File: src/rtl/cache_refill_controller.sv
// Cache refill controller: runs one CPU access at a time through a direct-mapped cache.
// On a miss it refills the whole block from memory first. Optional statistics: CACHE_STATS_EN.
//
// state    | meaning
// ---------+-------------------------------------------------------------
// IDLE     | ready=1, waiting for req
// LOOKUP   | address latched, sampling the tag-compare result
// MEM_WAIT | memory read of word word_cnt in flight (MEM_LAT cycles)
// FILL     | one-cycle cache write of the returned word
// READ     | one-cycle cache read, then back to IDLE
module cache_refill_controller #(
  parameter int ADDR_W  = 15,
  parameter int OFF_W   = 2,
  parameter int MEM_LAT = 4,
  parameter int CNT_W   = 16
) (
  input  logic              clk,
  input  logic              clear,
  input  logic              req,
  input  logic [ADDR_W-1:0] addr,
  input  logic              hit,
  output logic              ready,
  output logic              cache_read,
  output logic              cache_write,
  output logic [OFF_W-1:0]  word_sel,
  output logic              mem_read,
  output logic [ADDR_W-1:0] mem_addr,
  output logic [CNT_W-1:0]  hit_count,
  output logic [CNT_W-1:0]  access_count
);

  localparam int LAT_W = (MEM_LAT > 1) ? $clog2(MEM_LAT) : 1;
  localparam int BLK_W = ADDR_W - OFF_W;
  localparam logic [LAT_W-1:0] LAT_LAST = LAT_W'(MEM_LAT - 1);

  typedef enum logic [2:0] {
    IDLE     = 3'd0,
    LOOKUP   = 3'd1,
    MEM_WAIT = 3'd2,
    FILL     = 3'd3,
    READ     = 3'd4
  } state_t;

  state_t            state;
  logic [ADDR_W-1:0] addr_q;
  logic [OFF_W-1:0]  word_cnt;
  logic [OFF_W-1:0]  word_nxt;
  logic [LAT_W-1:0]  lat_cnt;
  logic [BLK_W-1:0]  blk;
  logic              unused_offset;

  assign blk      = addr_q[ADDR_W-1:OFF_W];
  assign word_nxt = word_cnt + OFF_W'(1);
  // The word offset of the request is irrelevant: refills always start at word 0.
  assign unused_offset = ^addr_q[OFF_W-1:0];

`ifdef CACHE_STATS_EN
  logic hit_q;
`endif

  // Outputs are registered alongside the state they belong to, so each one is
  // valid during the cycle the FSM spends in the corresponding state.
  always_ff @(posedge clk) begin
    if (clear) begin
      state       <= IDLE;
      addr_q      <= '0;
      word_cnt    <= '0;
      lat_cnt     <= '0;
      ready       <= 1'b1;
      cache_read  <= 1'b0;
      cache_write <= 1'b0;
      word_sel    <= '0;
      mem_read    <= 1'b0;
      mem_addr    <= '0;
`ifdef CACHE_STATS_EN
      hit_q       <= 1'b0;
`endif
    end else begin
      ready       <= 1'b0;
      cache_read  <= 1'b0;
      cache_write <= 1'b0;
      word_sel    <= '0;
      mem_read    <= 1'b0;
      mem_addr    <= '0;
      case (state)
        IDLE: begin
          if (req) begin
            addr_q <= addr;
            state  <= LOOKUP;
          end else begin
            ready  <= 1'b1;
          end
        end
        LOOKUP: begin
`ifdef CACHE_STATS_EN
          hit_q <= hit;
`endif
          if (hit) begin
            state      <= READ;
            cache_read <= 1'b1;
          end else begin
            word_cnt <= '0;
            lat_cnt  <= '0;
            state    <= MEM_WAIT;
            mem_read <= 1'b1;
            mem_addr <= {blk, {OFF_W{1'b0}}};
          end
        end
        MEM_WAIT: begin
          if (lat_cnt == LAT_LAST) begin
            state       <= FILL;
            cache_write <= 1'b1;
            word_sel    <= word_cnt;
          end else begin
            lat_cnt  <= lat_cnt + LAT_W'(1);
            mem_read <= 1'b1;
            mem_addr <= {blk, word_cnt};
          end
        end
        FILL: begin
          if (&word_cnt) begin
            state      <= READ;
            cache_read <= 1'b1;
          end else begin
            word_cnt <= word_nxt;
            lat_cnt  <= '0;
            state    <= MEM_WAIT;
            mem_read <= 1'b1;
            mem_addr <= {blk, word_nxt};
          end
        end
        READ: begin
          state <= IDLE;
          ready <= 1'b1;
        end
        default: begin
          state <= IDLE;
          ready <= 1'b1;
        end
      endcase
    end
  end

`ifdef CACHE_STATS_EN
  localparam logic [CNT_W-1:0] CNT_MAX = '1;

  logic [CNT_W-1:0] hit_cnt_q;
  logic [CNT_W-1:0] acc_cnt_q;
  logic [CNT_W-1:0] hit_cnt_nxt;
  logic [CNT_W-1:0] acc_cnt_nxt;

  // Saturating: a full counter holds its value rather than wrapping.
  always_comb begin
    acc_cnt_nxt = acc_cnt_q;
    hit_cnt_nxt = hit_cnt_q;
    if (acc_cnt_q != CNT_MAX) acc_cnt_nxt = acc_cnt_q + CNT_W'(1);
    if (hit_q && (hit_cnt_q != CNT_MAX)) hit_cnt_nxt = hit_cnt_q + CNT_W'(1);
  end

  always_ff @(posedge clk) begin
    if (clear) begin
      hit_cnt_q <= '0;
      acc_cnt_q <= '0;
    end else if (state == READ) begin
      hit_cnt_q <= hit_cnt_nxt;
      acc_cnt_q <= acc_cnt_nxt;
      $display("cache_refill_controller: access_count=%0d hit_count=%0d",
               acc_cnt_nxt, hit_cnt_nxt);
    end
  end

  assign hit_count    = hit_cnt_q;
  assign access_count = acc_cnt_q;
`else
  assign hit_count    = '0;
  assign access_count = '0;
`endif

endmodule
File: config.mk
export PLATFORM = sky130hd
export DESIGN_NAME = cache_refill_controller
export DESIGN_NICKNAME = d
export VERILOG_FILES = /design/src/rtl/cache_refill_controller.sv
export SDC_FILE = /design/constraint.sdc
export NUM_CORES = 1
export LEC_CHECK = 0
export CAP_MARGIN = 10
export CELL_PAD_IN_SITES_DETAIL_PLACEMENT = 0
export CELL_PAD_IN_SITES_GLOBAL_PLACEMENT = 1
export CORE_ASPECT_RATIO = 0.5
export CORE_MARGIN = 1.5
export CORE_UTILIZATION = 30
export DETAILED_ROUTE_END_ITERATION = 6
export PLACE_DENSITY_LB_ADDON = 0.2
export SYNTH_ARGS = -nofsm -noshare
export SYNTH_HDL_FRONTEND = slang
export SYNTH_SLANG_ARGS = --single-unit
File: constraint.sdc
create_clock -name clk -period 1.9 [get_ports clk]
set_clock_uncertainty 0.05 [all_clocks]
set_input_delay 0.38 -clock clk [delete_from_list [all_inputs] [get_ports clk]]
set_output_delay 0.38 -clock clk [all_outputs]
set_load 0.02 [all_outputs]
==> reports/results.md <==
| Step | Parameter | Reported |
|---|---|---|
| finish | Synthesis-to-finish area growth | 29.3% |
| clock tree | Count of H-tree levels built during CTS | 2 |
| drt | Iteration count of the initial detailed-routing pass | 3 |
| clock tree | Clock edge transition at the registers on the reported setup and hold paths | 0.06 ns |
| power and ir drop | Sequential share of power | 44.1% |
| timing | Time the final worst path needs with I/O delays and setup | 1.64 ns |
| yosys | Synth Warn # | 0 |
| yosys | Yosys top cell area share | 47.4% |
| timing | Final total negative setup slack | 0 ns |
| power and ir drop | Leak pwr | 0.887 nW |
| floorplanning | Standard-cell row count | 19 |
| timing | Pin slew with the least headroom to its limit | 0.501 ns |
| clock tree | Maximum buffer depth of the clock tree | 2 |
| drt | Remaining number of nets flagged by the antenna check after routing | 0 |
| yosys | Sequential element share of the synthesized area | 47.4% |
| finish | Ratio of cells with drive above 1 in the final layout | 9.87% |
| yosys | Number of cells produced by synthesis | 190 |
| floorplanning | Starting density of the core | 31.4% |
| finish | Fin cells | 306 |
| power and ir drop | Combinational group share of total power | 11.2% |
| drt | Via count normalized by instance count | 4.13 |
| global route | Remaining global-route overflow | 0 |
| worst setup path | Setup CP Type | flop to output pin |
| timing | Final Hold Viols | 0 |
| clock tree | Clock tree from TritonCTS | yes |
| worst setup path | Slowest cell on the critical path | clkdlybuf4s50_1 |
| worst setup path | Delay of the slowest cell on the worst path | 0.60 ns |
| worst setup path | Worst path required time | 1.47 ns |
| clock tree | CTS Hold Bufs | 0 |
| worst setup path | Worst EP arrival | 1.21 ns |
| worst setup path | Type of origin of the critical path | flop |
| finish | N_diodes | 0 |
| drt | Vias | 1264 |
| global route | Number of antenna violations at the first check in global routing | 0 |
| yosys | Cell variety after synth | 32 |
| floorplanning | Die Span Y | 56.7 µm |
| yosys | Cell type with the highest aggregate area in the netlist | dfxtp_1 |
| power and ir drop | Pwr per Cell Area | 919 mW/mm² |
| timing | RSZ-0062 raised after global routing | false |
| clock tree | Worst skew pair latency | 0.28 ns |
| worst setup path | Crit-path leading delay family | buffers and inverters |
| flow run | Number of violations of the max-capacitance limit | 0 |
| worst setup path | Critical Path Fanout Max | 1 |
| power and ir drop | Share of total power consumed by net switching | 23.1% |
| place | GP Congestion | 0.703 |
| worst setup path | Crit-path cells | clkdlybuf4s50_1 |
| yosys | Mean instance size in the synthesized netlist | 9.12 µm² |
| drt | Remaining routing DRC violations | 0 |
| floorplanning | I/O Pins | 72 |
| place | Number of placed instances with taps included | 299 |
| finish | Number of nets in the layout | 254 |
| yosys | Area of the mapped netlist | 0.00173 mm² |
| status | Status | finished, final reports clean |
| power and ir drop | Internal power consumption | 1.59 mW |
| clock tree | Clock buffer count from CTS | 5 |
| place | HPWL after detailed placement | 2.19 mm |
| power and ir drop | Sw Pwr | 475 µW |
| clock tree | Cell at the root of the clock tree | clkbuf_16 |
| global route | Wire length of the first global-routing pass | 5.24 mm |
| floorplanning | Die width | 110 µm |
| timing | Highest attainable clock frequency | 609 MHz |
| clock tree | Postcts setup bufs | 0 |
| finish | Most frequent cells in the layout | dfxtp_1, clkdlybuf4s50_1, conb_1 |
| drt | Average wire per standard cell | 10.3 µm |
| clock tree | Cts repair resizes | 0 |
| global route | Vias in the first global route | 1121 |
| timing | Final period utilization | 86.4% |
| yosys | Leading cell types by total area after synthesis | dfxtp_1, buf_4, nand2_1 |
| yosys | Synth Register Bits | 41 |
| min path | Class of the tightest hold or removal check | flop to flop |
| power and ir drop | Clk network pwr share | 44.7% |
| finish | Most frequent standard cell in the layout excluding fill and tap cells | dfxtp_1 |
| drt | Initial DRC count | 8 |
| global route | GRT Resource Usage Total | 10.9% |
| worst setup path | Sum of buffers and inverters on the critical path | 1 |
| floorplanning | Floorplan Core Area | 0.00552 mm² |
| drt | Total detailed-routing wirelength | 3.14 mm |
| timing | Count of final setup violators | 0 |
| place | I/O Buffers | 37 |
| global route | Pin count of the biggest net entering global routing | 16 |
| timing | Worst slew margin relative to its limit | 66.6% |
| floorplanning | Overall die area | 0.00627 mm² |
| power and ir drop | Maximum ir drop on the vdd rail | 0.430 mV |
| timing | Number of pins exceeding their max-slew limit in the final report | 0 |
| clock tree | Clock sink count | 41 |
| worst setup path | Crit path capture type | output pin |
==> per-layer routing <==
layer | vias up | global-route usage [%] | part of all wire [%] | wire [µm]
met4 | 0 | 5.49 | 0.99 | 31
li1 | 635 | - | - | -
met2 | 55 | 18.4 | 45 | 1430
met5 | - | 0 | 0 | 0
met3 | 5 | 4.10 | 8.1 | 254
met1 | 569 | 12.2 | 45 | 1430
==> path summary, 6_finish.rpt <==
path,endpoint,startpoint,cells after the start,slack [ns]
max,mem_addr[14],mem_addr[14]$_SDFF_PP0_,1,0.26
min,mem_addr[9]$_SDFF_PP0_,addr_q[9]$_SDFFE_PP0P_,2,0.38
max reg2reg,mem_addr[0]$_SDFF_PP0_,state[1]$_SDFFE_PP0P_,4,0.33
min reg2reg,mem_addr[9]$_SDFF_PP0_,addr_q[9]$_SDFFE_PP0P_,2,0.38
==> kinds of logic after synthesis <==
group	after synthesis	share of synthesized area [%]
compound gates	24	7.29
fa+ha+maj	2	1.44
buf+inv	53	20.3
flops	41	47.4
mux	4	2.45
other cells	1	0.216
simple gates	65	20.9
==> cell type report <==
| cell class | instances | area [µm²] |
|---|---|---|
| clock inverters | 2 | 35.0 |
| clock buffers | 5 | 125 |
| fillers | 576 | 3270 |
| well taps | 73 | 91.3 |
| flip-flops and latches | 41 | 821 |
| inverters | 13 | 48.8 |
| multi-input cells | 127 | 677 |
| repair buffers | 45 | 443 |
==> state kept, by name (all words and copies together), names as in the netlist <==
name         flops
mem_addr        15
addr_q          13
state            3
lat_cnt          2
word_cnt         2
word_sel         2
cache_read       1
cache_write      1
mem_read         1
ready            1
==> stage by stage <==
stage | hold slack [ns] | area [µm²] | total power [mW] | util, % | worst slack, ns
6_report | 0.383 | 2240 | 2.06 | 40.6 | 0.259
4_1_cts | 0.387 | 2240 | 2.09 | 40.6 | 0.260
3_3_place_gp | 0.373 | 2080 | 1.16 | 37.7 | 0.0734
2_1_floorplan | 0.366 | 1850 | 1.13 | - | 0.452
5_1_grt | 0.398 | 2240 | 2.15 | 40.6 | 0.164
3_5_place_dp | 0.376 | 2080 | 1.16 | 37.7 | 0.0643
==> synth_stat cells <==
library cell,number
dfxtp_1,41
nand3b_1,1
nand4b_1,1
buf_2,2
ha_1,2
conb_1,1
o21ai_1,1
nand2_1,28
nor2_1,5
nor2b_4,1
mux2_2,2
nor3_1,14
clkbuf_1,2
and3_1,2
nor3b_1,2
or4b_4,1
or3b_1,1
nand4_1,1
o31ai_1,1
o21ai_0,2
nor2b_1,1
buf_6,4
mux2i_1,2
inv_1,13
a21oi_1,19
buf_4,32
nor4b_2,1
nor3b_2,1
nand2b_1,2
and2_1,2
a21oi_2,1
nor4b_4,1
==> tightest hold or removal path, stage by stage (launching register included) <==
cell and delay [ns]:
dfxtp_1 0.30, inv_1 0.05, nor3_1 0.04
==> power by group through the flow <==
stage          Clock [mW]  Sequential (mW)  Combinational (mW)
2_1_floorplan           0            0.923               0.210
3_3_place_gp            0            0.926               0.231
3_5_place_dp            0            0.927               0.232
4_1_cts             0.948            0.908               0.233
5_1_grt             0.984            0.911               0.254
6_report            0.922            0.908               0.230
No activity file was read; power rests on OpenSTA's default activity.
